### src/rtl/uart_rx.sv
// rtl/uart_rx.sv - 8N1 UART receiver with synchroniser, mid-bit sampling and holding register
//
// Receives 8N1 frames on the asynchronous rxd line and presents each good
// byte in a holding register with a ready/read handshake. It also raises
// sticky framing-error and overrun flags.
//
// Ports:
//   clk        system clock, all logic on the rising edge
//   reset      synchronous active-high reset
//   rxd        asynchronous serial input, idle high
//   rx_read    one-cycle strobe: consumer has taken rx_data
//   rx_data    last good received byte, held until the next good byte
//   rx_valid   one-cycle pulse when a good byte is loaded into rx_data
//   rx_ready   an unread byte is waiting in rx_data
//   rx_busy    receiver FSM is not idle
//   frame_err  sticky: a stop bit was sampled low
//   overrun    sticky: a good byte completed while rx_ready was still set
module uart_rx #(
    parameter int CLKS_PER_BIT = 434,
    parameter int SYNC_STAGES  = 2
) (
    input  logic       clk,
    input  logic       reset,
    input  logic       rxd,
    input  logic       rx_read,
    output logic [7:0] rx_data,
    output logic       rx_valid,
    output logic       rx_ready,
    output logic       rx_busy,
    output logic       frame_err,
    output logic       overrun
);

    localparam int CW = $clog2(CLKS_PER_BIT);
    localparam logic [CW-1:0] BIT_LAST  = CW'(CLKS_PER_BIT - 1);
    localparam logic [CW-1:0] HALF_LAST = CW'(CLKS_PER_BIT / 2 - 1);

    typedef enum logic [2:0] {
        S_IDLE,
        S_START,
        S_DATA,
        S_STOP,
        S_BREAK
    } state_t;

    state_t                 state;
    logic [CW-1:0]          cnt;
    logic [2:0]             bit_idx;
    logic [7:0]             shift;
    logic [SYNC_STAGES-1:0] sync;
    logic                   rxd_s;

    // The chain is preset to all ones, so a reset never looks like a start edge.
    always_ff @(posedge clk) begin
        if (reset) begin
            sync <= '1;
        end else begin
            sync <= {sync[SYNC_STAGES-2:0], rxd};
        end
    end

    assign rxd_s = sync[SYNC_STAGES-1];

    always_ff @(posedge clk) begin
        if (reset) begin
            state     <= S_IDLE;
            cnt       <= '0;
            bit_idx   <= 3'd0;
            shift     <= 8'h00;
            rx_data   <= 8'h00;
            rx_valid  <= 1'b0;
            rx_ready  <= 1'b0;
            rx_busy   <= 1'b0;
            frame_err <= 1'b0;
            overrun   <= 1'b0;
        end else begin
            rx_valid <= 1'b0;

            // Read clears come first so that any set below in the same
            // cycle takes priority.
            if (rx_read) begin
                rx_ready  <= 1'b0;
                frame_err <= 1'b0;
                overrun   <= 1'b0;
            end

            case (state)
                S_IDLE: begin
                    if (!rxd_s) begin
                        state   <= S_START;
                        cnt     <= '0;
                        rx_busy <= 1'b1;
                    end
                end

                // Sample at mid start bit; a high line here was only a glitch.
                S_START: begin
                    if (cnt == HALF_LAST) begin
                        cnt <= '0;
                        if (!rxd_s) begin
                            state   <= S_DATA;
                            bit_idx <= 3'd0;
                        end else begin
                            state   <= S_IDLE;
                            rx_busy <= 1'b0;
                        end
                    end else begin
                        cnt <= cnt + 1'b1;
                    end
                end

                S_DATA: begin
                    if (cnt == BIT_LAST) begin
                        cnt            <= '0;
                        shift[bit_idx] <= rxd_s;
                        if (bit_idx == 3'd7) begin
                            state <= S_STOP;
                        end else begin
                            bit_idx <= bit_idx + 3'd1;
                        end
                    end else begin
                        cnt <= cnt + 1'b1;
                    end
                end

                // Return to IDLE right at the stop sample so that a
                // back-to-back start edge half a bit later is caught.
                S_STOP: begin
                    if (cnt == BIT_LAST) begin
                        cnt <= '0;
                        if (rxd_s) begin
                            rx_data  <= shift;
                            rx_valid <= 1'b1;
                            rx_ready <= 1'b1;
                            if (rx_ready && !rx_read) begin
                                overrun <= 1'b1;
                            end
                            state   <= S_IDLE;
                            rx_busy <= 1'b0;
                        end else begin
                            frame_err <= 1'b1;
                            state     <= S_BREAK;
                        end
                    end else begin
                        cnt <= cnt + 1'b1;
                    end
                end

                // A held-low line (break) must not retrigger reception.
                S_BREAK: begin
                    if (rxd_s) begin
                        state   <= S_IDLE;
                        rx_busy <= 1'b0;
                    end
                end

                default: begin
                    state   <= S_IDLE;
                    rx_busy <= 1'b0;
                end
            endcase
        end
    end

endmodule

### config.mk
export PLATFORM = sky130hd
export DESIGN_NAME = uart_rx
export DESIGN_NICKNAME = d
export VERILOG_FILES = /design/src/rtl/uart_rx.sv
export SDC_FILE = /design/constraint.sdc
export NUM_CORES = 1
export LEC_CHECK = 0
export CAP_MARGIN = 20
export CORE_ASPECT_RATIO = 0.7
export CORE_MARGIN = 3
export CORE_UTILIZATION = 45
export DETAILED_ROUTE_END_ITERATION = 6
export PLACE_DENSITY = 0.63
export SYNTH_ARGS = -nofsm -noshare
export SYNTH_HDL_FRONTEND = slang
export SYNTH_SLANG_ARGS = --single-unit
### constraint.sdc
create_clock -name clk -period 3.5 [get_ports clk]
set_input_delay 0.875 -clock clk [delete_from_list [all_inputs] [get_ports clk]]
set_output_delay 0.875 -clock clk [all_outputs]
set_load 0.02 [all_outputs]
After elaboration in Yosys (flattened, before gate mapping)
Index checks and enable logic that the tools add are counted.
- flip-flop bits (word level): 38
- latch bits: 0
- memory bits (writable): 0
- bits in read-only memories: 0
- input port bits: 4
- output and inout bits: 13
- memories kept: 0
- $add $sub $neg: 2
- multipliers: 0
- div/mod/pow operators: 0
- order comparisons: 2
- equal/unequal tests: 15
- shift-type cells: 0
- muxes and demuxes: 40
- bitwise logic cells: 3
- reductions and logical operators: 14
- operators by type and width (operator ; number):
    $mux 3 ; 11
    $mux 9 ; 3
    $pmux 9 s3 ; 1
    $mux 1 ; 19
    $ne 2x2->1 const B ; 8
    $pmux 3 s5 ; 1
    $add 9x1->9 const B ; 1
    $eq 9x8->1 const B ; 1
    $eq 9x9->1 const B ; 1
    $bwmux 8 ; 1
    $eq 3x2->1 const B ; 2
    $eq 3x3->1 const B ; 2
    $pmux 3 s2 ; 1
    $reduce_and 6->1 ; 1
    $pmux 1 s5 ; 1
    $reduce_and 5->1 ; 1
    $lt 3x4->1 const B ; 1
    $reduce_and 2->1 ; 2
    $reduce_and 4->1 ; 1
    $add 3x1->3 const B ; 1
    $demux 1 s3 ; 1
    $eq 3x1->1 const B ; 1
    $ge 3x1->1 const B ; 1
    $logic_not 3->1 ; 1
    other kinds (9) ; 12

Logic depth before layout (Yosys ltp)
Gate-level depths: netlist of the first run.
- depth after elaboration: 6
- depth in mapped cells: 8
- mapped depth without buffers: 7

Least setup slack after synthesis of the first run
No wires, ideal clock.
- kind: register to register
- from: register state[1]
- to: register bit_idx[0]
- setup time: 128 ps
- data arrival time: 1840 ps
- required time: 3372 ps
- setup slack: 1532 ps
- cell stages (with the launch flop): 7
- path buffers: 1
- cell sequence: dfxtp_1 buf_4 or3b_4 or4_4 a211oi_4 mux2i_1 nor2_1
- cells in the longest elaborated chain, start to end: 3
- elaborated cells on any way between the ends: 9
- ends and longest elaborated chain (what ; RTL line ; source):
    from (decl) ; 46 ; state_t state;
    from (signal assigned) ; 66 ; state <= S_IDLE;
    from (signal assigned) ; 90 ; state <= S_START;
    from (signal assigned) ; 101 ; state <= S_DATA;
    $eq 3x2->1 or $eq 3x1->1 (tied branches) ; 87 ; case (state)
    $ne 2x2->1 (no source line) or $reduce_bool 2->1 (tied branches) ; - ;
    $reduce_and 5->1 (no source line) ; - ;
    to (signal assigned) ; 119 ; bit_idx <= bit_idx + 3'd1;
    to (decl) ; 48 ; logic [2:0] bit_idx;
Parallel ways exist; a longest one is shown, timed or not.
A chain may end at the register's enable or synchronous reset.

Final worst setup path of the first run
- from: register state[0]
- to: register cnt[6]
- cells in the longest elaborated chain, start to end: 4
- elaborated cells on any way between the ends: 9
- ends and longest elaborated chain (what ; RTL line ; source):
    $eq 3x2->1 ; 87 ;
    $reduce_or 2->1 (no source line) ; - ;
    $reduce_bool 3->1 (no source line) ; - ;
    $reduce_and 2->1 (no source line) ; - ;
    to (signal assigned) ; 108 ; cnt <= cnt + 1'b1;
    to (signal assigned) ; 122 ; cnt <= cnt + 1'b1;
    to (signal assigned) ; 145 ; cnt <= cnt + 1'b1;
    to (decl) ; 47 ; logic [CW-1:0] cnt;
Parallel ways exist; a longest one is shown, timed or not.

==> impl_metrics.toml, run 1 <==
[critical_path]
crit_family = "simple AND/OR/NAND/NOR gates"
crit_buf_inv = 0
crit_slowest_cell = "dfxtp_1"
required_ps = 3730
path_class = "reg2reg"
cp-start-kind = "flop"
cp_max_fo = 14
endpoint_kind = "flop"
slowest_delay_ps = 610
worstPathCellList = "or3b_1 > a31o_2 > o21a_1 > or4_1 > a31oi_1"
crit_arrival_ps = 2500

[placed_design]
placed_area_sq_um = 1980
dpl.hpwl_microns = 2790
gp_congestion = 0.823
place_ws_ps = 1270
io_buffers = 16

[timing]
fmax_mhz = 440
fin_skew_ps = 9.60
setup_viol = 0
setup_ws_ps = 1230
worst_pin_slew_ps = 641
period_share_pct = 65.0
relSlewSlack_pct = 57.0
rsz0062_at_grt = "no"
fin_crit_ps = 2270
drv_slew = 0
hold_violations = 0
tns_ps = 0

[floorplanning]
ioPinCount = 17
core_area_sq_um = 3670
die_x_microns = 81.6
die_h_microns = 58.9
start_util_pct = 49.1
dieArea_sq_um = 4810
rows = 18

[global_route]
grt_pass1_vias = 1446
grt-ovfl-total = 0
grt_max_degree = 36
grt_pass1_wl_microns = 6870
antenna_found_initial = 0
grt_usage_pct = 18.8

[synth]
synth.distinct_cells = 44
synth_xor_area_share_pct = 0.486
synth.area.mux_share_pct = 5.00
synth_warnings = 0
synth_seq_cells = 38
synthCells = 216
yosys.area_share.simple_pct = 31.9
ys_seq_area_share_pct = 42.2
synth_top_family_by_area = "simple AND/OR/NAND/NOR gates"
synthAdderAreaFrac_pct = 3.47
synth_nets = 225
synth-compound-area-share_pct = 13.5
avgSynthCellArea_sq_um = 8.34
synthesis.area_sq_um = 1800

[layout]
multi_input_area_sq_um = 980
area_growth_pct = 16.0
fill_cells = 338
drive_gt1_share_pct = 7.42
diodes = 0
fin_area_sq_um = 2090
seq_area_sq_um = 761
final_nets = 237

[run_status]
status = "completed"

[detailed_routing]
ant_nets = 0
drc = 0
routed_via_density = 5.63
drt_pass1_iterations = 4
drt-total-wl_microns = 4110
dr.first_iter.drc_count = 138
wl_per_cell_microns = 14.7
vias = 1570

[cts]
clock_sinks = 38
clk_path_buf_depth = 2
cts_resized = 0
cts_root_buffer = "clkbuf_8"
h-tree-depth = 2
insertion_delay_ps = 290
tritoncts = "yes"
clkTransAtPathRegs_ps = 80
cts_buffers = 5
postCtsSetupBuffers = 0
hold_buffers = 0

[run]
drv_cap = 0

[pwr]
powerDensity_nw_per_um2 = 399
power.leakage_uw = 0.000780
ir_drop_v = 0.000260

[hold_path]
hold_class = "reg2reg"
-- worst paths after layout --
path | start | end | slack (ps) | cells after the start
worst min register to register | sync[0]$_SDFF_PP1_ | sync[1]$_SDFF_PP1_ | 420 | 1
worst max register to register | state[0]$_SDFFE_PP0P_ | cnt[6]$_SDFFE_PP0P_ | 1230 | 5
worst max-delay path | state[0]$_SDFFE_PP0P_ | cnt[6]$_SDFFE_PP0P_ | 1230 | 5
worst min-delay path | sync[0]$_SDFF_PP1_ | sync[1]$_SDFF_PP1_ | 420 | 1
-- cell usage after synthesis (all sizes together) --
| cell type | number | area [sq um] |
|---|---|---|
| a211o | 4 | 35.0 |
| a211oi | 2 | 27.5 |
| a21o | 1 | 7.51 |
| a21oi | 20 | 100 |
| a22oi | 1 | 7.51 |
| a31o | 1 | 8.76 |
| a31oi | 3 | 18.8 |
| a32oi | 1 | 8.76 |
| and2 | 2 | 12.5 |
| and3 | 1 | 6.26 |
| and3b | 1 | 8.76 |
| and4 | 1 | 8.76 |
| buf | 2 | 12.5 |
| clkbuf | 10 | 37.5 |
| dfxtp | 38 | 761 |
| ha | 5 | 62.6 |
| inv | 3 | 11.3 |
| mux2i | 9 | 90.1 |
| nand2 | 33 | 124 |
| nand2b | 5 | 31.3 |
| nand3 | 5 | 25.0 |
| nand3b | 3 | 22.5 |
| nand4 | 9 | 56.3 |
| nand4b | 2 | 17.5 |
| nand4bb | 1 | 11.3 |
| nor2 | 22 | 85.1 |
| nor2b | 3 | 18.8 |
| nor3 | 7 | 35.0 |
| nor4 | 5 | 31.3 |
| nor4bb | 1 | 10.0 |
| o211ai | 1 | 7.51 |
| o21a | 1 | 7.51 |
| o21ai | 3 | 15.0 |
| or2 | 3 | 18.8 |
| or3 | 2 | 12.5 |
| or3b | 2 | 20.0 |
| or4 | 2 | 18.8 |
| xnor2 | 1 | 8.76 |
-- cell type report --
cell class              instances  share of cell area [%]
multi-input cells             163                    46.9
flip-flops and latches         38                    36.4
repair buffers                 17                    8.02
clock buffers                   5                    3.29
well taps                      50                    2.99
clock inverters                 3                    1.92
inverters                       3                   0.539
-- per-layer routing --
layer  GRT usage [%]  share of wire, %
met1            28.1                53
met5               0                 0
met2            25.8                40
met4            6.64               1.3
met3            4.89               5.8
-- per-stage QoR --
stage	total power, uW	hold WS, ps	utilization, %	std cells
floorplan	469	389	-	216
global placement	479	394	54.0	271
detailed placement	480	395	54.0	271
CTS	843	421	57.0	279
global route	864	449	57.0	279
finish	834	419	57.0	279
-- logic make-up (layout without fill, tap and decap cells) --
group           after synthesis  count (layout)
simple gates                110             110
compound gates               38              38
flops                        38              38
buf+inv                      15              28
mux                           9               9
fa+ha+maj                     5               5
xor+xnor                      1               1
-- flip-flops by register name (all words and copies together), names as in the netlist --
| signal | flops |
|---|---|
| rx_data | 8 |
| sync | 2 |
| bit_idx | 3 |
| rx_valid | 1 |
| state | 3 |
| shift | 8 |
| frame_err | 1 |
| cnt | 9 |
| overrun | 1 |
| rx_busy | 1 |
| rx_ready | 1 |
-- power breakdown --
group	total [uW]	internal (uW)	switching, uW
Sequential	440	435	5.37
Combinational	30.8	11.5	19.3
Clock	363	210	153
-- cell usage in the layout, fill, tap and decap left out, types with 7 or more instances in the layout --
cell	instances
dfxtp_1	38
nand2_1	33
clkdlybuf4s50_1	16
nand4_1	9
nor3_1	7
nor2_1	21
mux2i_1	9
a21oi_1	20
(Power assumes the default switching activity.)
==> inputs of run 2 (changes only) <==
- PLACE_DENSITY: 0.63 -> 0.66
- clock period: 3.5 -> 1.84 ns (I/O delays scaled with it)
==> run 2 against run 1 <==
Against the previous run:
- the run now ends with negative setup slack left
- sequential power is 89% higher
- total power up 120%
- flip-flop and latch count is the same
- non-clock buffer count grew 42
- count of clock-buffer cells in the layout increased by 1
- clock power is 140% higher
- critical path depth is 2 higher
- cell count grew 15%
- combinational power grew to 3.4 times the previous value
- register-to-register slack lost 1500 ps
- sequential share of layout area down 8.3 points
- largest cell class unchanged
- highest routed layer unchanged
==> impl_metrics.toml, run 2 (synthesized netlist as in run 1, its figures left out) <==
[run_status]
violations = "negative setup slack"
status = "finished with violations"

[timing]
period_share_pct = 114
fin_skew_ps = 6.69
relSlewSlack_pct = 75.9
worst_pin_slew_ps = 358
drv_slew = 0
hold_violations = 0
fin_crit_ps = 2090
fmax_mhz = 479
setup_ws_ps = -250
setup_viol = 28
rsz0062_at_grt = "yes"

[floorplanning]
ioPinCount = 17
rows = 18
die_x_microns = 81.6
start_util_pct = 49.1
dieArea_sq_um = 4810
die_h_microns = 58.9
core_area_sq_um = 3670

[layout]
largest_reg_flops = 9
final_cell_mix = "34 x buf_4, 32 x dfxtp_1, 21 x nand2_1"
final_nets = 279
reg_top3 = "cnt: 9 flops, rx_data: 8 flops, shift: 8 flops"
largest-register = "cnt"
area_growth_pct = 51.9
layout_commonest_cell = "buf_4"
fin_area_sq_um = 2740
diodes = 0
drive_gt1_share_pct = 40.2
postLayoutCoreUtil_pct = 74.5

[global_route]
antenna_found_initial = 0
grt_max_degree = 21
grt-ovfl-total = 0
grt_usage_pct = 22.0
grt_pass1_vias = 1677
grt_pass1_wl_microns = 8070

[detailed_routing]
dr.first_iter.drc_count = 225
vias = 1886
routed_via_density = 5.88
drc = 0
drt_pass1_iterations = 5
drt-total-wl_microns = 5570
wl_per_cell_microns = 17.4
ant_nets = 0

[hold_path]
hold_class = "reg2reg"

[pwr]
p_switching_uw = 362
comb_power_share_pct = 5.8
power.share.switching_pct = 20.0
pwr-share-clk_pct = 48.4
internal_power_uw = 1450
pwr-share-seq_pct = 45.8
design_power_total_uw = 1810
power.leakage_uw = 0.00107
ir_drop_v = 0.000647
powerDensity_nw_per_um2 = 662

[cts]
hold_buffers = 0
cts_root_buffer = "clkbuf_8"
h-tree-depth = 2
cts_buffers = 5
clk_path_buf_depth = 2
tritoncts = "yes"
clock_sinks = 38
insertion_delay_ps = 300
clkTransAtPathRegs_ps = 80

[placed_design]
place_ws_ps = -131
gp_congestion = 0.905
io_buffers = 16
dpl.hpwl_microns = 3200
placed_area_sq_um = 2220

[critical_path]
path_class = "reg2reg"
cp-start-kind = "flop"
cp_max_fo = 5
endpoint_kind = "flop"
crit_arrival_ps = 2270
required_ps = 2020

[run]
drv_cap = 0
==> run 2: changes by cell type in the layout (fill, tap and decap cells not counted), sizes merged <==
cell    change
buf        +42
clkinv      -2
clkbuf      +1
bufinv      +1
==> run 2: metal layers <==
| metal | share of wire (%) | global-route usage, % | vias to the layer above |
|---|---|---|---|
| met1 | 44 | 31.8 | 890 |
| met4 | 3.1 | 8.53 | 0 |
| met5 | 0 | 0 | - |
| met3 | 9.5 | 6.42 | 23 |
| li1 | - | - | 874 |
| met2 | 44 | 30.9 | 99 |
==> run 2: timing repair <==
item	CTS	global route
gates resized for setup	9	60
endpoints found under the setup margin	9	29
buffers inserted	7	4
cloned	0	2
pin swaps	8	28
==> run 2: worst max-delay path, stage by stage, from the launching register on <==
cell and delay (ps):
dfxtp_2 350, buf_6 110, ha_4 130, nand4b_1 190, or4_4 480, a211oi_4 330
mux2i_1 320, nor2_1 70
==> run 2: area by class of cell <==
type | instances | area (sq um)
fillers | 228 | 935
inverters | 3 | 11.3
clock inverters | 2 | 60.1
well taps | 50 | 62.6
clock buffers | 6 | 82.6
flip-flops and latches | 38 | 768
multi-input cells | 163 | 1230
repair buffers | 59 | 519
==> run 2: worst paths after layout <==
| check | from | end | slack [ps] | cells after the start |
|---|---|---|---|---|
| worst max-delay path | cnt[0]$_SDFFE_PP0P_ | bit_idx[0]$_SDFFE_PP0P_ | -250 | 7 |
| worst min-delay path | sync[0]$_SDFF_PP1_ | sync[1]$_SDFF_PP1_ | 410 | 1 |
| worst max register to register | cnt[0]$_SDFFE_PP0P_ | bit_idx[0]$_SDFFE_PP0P_ | -250 | 7 |
| worst min register to register | sync[0]$_SDFF_PP1_ | sync[1]$_SDFF_PP1_ | 410 | 1 |
==> run 2: metrics by stage <==
stage	setup TNS (ps)	std cells	hold slack [ps]
2_1_floorplan	-125	216	389
3_3_place_gp	-137	301	397
3_5_place_dp	-445	301	396
4_1_cts	-340	316	415
5_1_grt	-5260	321	441
6_report	-1930	321	413
==> run 2: power groups by stage <==
stage / Combinational [uW] / Clock [uW] / Sequential, uW
3_5_place_dp: 80.5 / 0 / 849
6_report: 105 / 877 / 830
4_1_cts: 86.0 / 888 / 830
3_3_place_gp: 79.9 / 0 / 849
5_1_grt: 111 / 920 / 831
2_1_floorplan: 42.2 / 0 / 851
==> inputs of run 3 (changes only) <==
- SETUP_SLACK_MARGIN: not set -> 0.02
==> run 3 against run 2 <==
Against the previous run:
- the run still ends with negative setup slack left
- count of clock-buffer cells in the layout unchanged
- wire length down 18%
- final area is 9.7% lower
- highest routed layer unchanged
==> impl_metrics.toml, run 3 (synthesized netlist as in run 1, its figures left out) <==
[placed_design]
placed_area_sq_um = 2200
gp_congestion = 0.879
dpl.hpwl_microns = 3330
place_ws_ps = -63.4
io_buffers = 16

[layout]
area_growth_pct = 37.2
drive_gt1_share_pct = 28.7
layout_commonest_cell = "dfxtp_1"
fin_area_sq_um = 2470
reg_top3 = "cnt: 9 flops, rx_data: 8 flops, shift: 8 flops"
largest_reg_flops = 9
postLayoutCoreUtil_pct = 67.3
final_nets = 269
diodes = 0
largest-register = "cnt"
final_cell_mix = "32 x dfxtp_1, 28 x nand2_1, 28 x buf_4"

[detailed_routing]
ant_nets = 0
drc = 0
vias = 1700
routed_via_density = 5.47
drt_pass1_iterations = 4
dr.first_iter.drc_count = 139
drt-total-wl_microns = 4570
wl_per_cell_microns = 14.7

[timing]
relSlewSlack_pct = 71.1
drv_slew = 0
fin_skew_ps = 9.08
hold_violations = 0
setup_ws_ps = -70.3
rsz0062_at_grt = "yes"
tns_ps = -181
fmax_mhz = 523
setup_viol = 4
fin_crit_ps = 1910
period_share_pct = 104
worst_pin_slew_ps = 430

[cts]
clkTransAtPathRegs_ps = 80
clock_sinks = 38
cts_buffers = 5
h-tree-depth = 2
insertion_delay_ps = 300
clk_path_buf_depth = 2
hold_buffers = 0
tritoncts = "yes"
cts_root_buffer = "clkbuf_8"

[hold_path]
hold_end = "sync[1]$_SDFF_PP1_"
whs_path_depth = 1
hold_class = "reg2reg"
holdCritStartpoint = "sync[0]$_SDFF_PP1_"

[run]
drv_cap = 0

[floorplanning]
die_h_microns = 58.9
dieArea_sq_um = 4810
core_area_sq_um = 3670
ioPinCount = 17
die_x_microns = 81.6
start_util_pct = 49.1
rows = 18

[critical_path]
r2r_setup_slack_ps = -70
worstPathCellList = "or3b_4 > or4_4 > a211oi_4 > mux2i_1 > nor2_1"
slowest_delay_ps = 500
crit_family = "simple AND/OR/NAND/NOR gates"
cp_max_fo = 5
crit_slowest_cell = "or4_4"
cp-start-kind = "flop"
rr_worst_depth = 5
required_ps = 2040
reg2reg_to = "bit_idx[0]$_SDFFE_PP0P_"
crit_arrival_ps = 2110
path_class = "reg2reg"
endpoint_kind = "flop"
crit_buf_inv = 0
r2r-start = "state[2]$_SDFFE_PP0P_"

[pwr]
power.leakage_uw = 0.000947
powerDensity_nw_per_um2 = 621
design_power_total_uw = 1540
ir_drop_v = 0.000665

[global_route]
grt_usage_pct = 20.9
grt_max_degree = 22
grt_pass1_vias = 1568
grt_pass1_wl_microns = 7450
grt-ovfl-total = 0
antenna_found_initial = 0

[run_status]
status = "finished with violations"
violations = "negative setup slack"
## run 3: cell types whose count changed in the layout (fill, tap and decap cells not counted), moves of 2 or more
cell	previous run	this run
nand2_1	21	28
a21oi_1	8	14
a21oi_2	12	6
buf_4	34	28
nand2_4	5	0
buf_6	7	4
bufinv_16	2	0
nand2_2	7	5
nor2_1	19	21
nor2_2	2	0
nor3_1	4	6
## run 3: through the flow
step,std cells,hold slack [ps]
floorplan,216,389
global placement,298,394
detailed placement,298,399
CTS,307,418
global route,311,427
finish,311,415
## run 3: metal layers
layer	up-vias	part of all wire, %	global-route usage [%]
li1	854	-	-
met1	795	49	29.7
met2	47	42	29.8
met3	4	8.0	6.88
met4	0	0.92	6.40
met5	-	0	0
## run 3: report_power, final
part	switching (uW)	total [uW]	internal [uW]
clock network	313	614	301
registers	3.51	831	827
logic	50.9	90.2	39.3
total	367	1540	1170
## run 3: how the worst max path moves through the flow
stage	from	endpoint	slack (ps)	cells past startpoint
after floorplan	state[1]$_SDFFE_PP0P_	bit_idx[0]$_SDFFE_PP0P_	-80	6
after global placement	cnt[0]$_SDFFE_PP0P_	cnt[4]$_SDFFE_PP0P_	-7	9
after detailed placement	bit_idx[0]$_SDFFE_PP0P_	bit_idx[0]$_SDFFE_PP0P_	-60	6
after CTS	cnt[0]$_SDFFE_PP0P_	bit_idx[1]$_SDFFE_PP0P_	-60	7
after global routing	state[1]$_SDFFE_PP0P_	bit_idx[0]$_SDFFE_PP0P_	-130	5
final	state[2]$_SDFFE_PP0P_	bit_idx[0]$_SDFFE_PP0P_	-70	5
## run 3: final cells by class
type / instances / area (sq um)
flip-flops and latches: 38 / 768
well taps: 50 / 62.6
fillers: 303 / 1200
clock buffers: 6 / 82.6
inverters: 3 / 11.3
repair buffers: 49 / 435
multi-input cells: 163 / 1100
clock inverters: 2 / 12.5
## run 3: worst register-to-register path: stages, from the launching register on
cell,delay [ps]
dfxtp_1,340
or3b_4,390
or4_4,500
a211oi_4,310
mux2i_1,220
nor2_1,50
## run 3: what timing repair did
action / in CTS / in global routing
pin swaps: 6 / 19
resized for setup: 2 / 32
setup buffers: 2 / 3
cloned: 0 / 1
endpoints found under the setup margin: 8 / 28
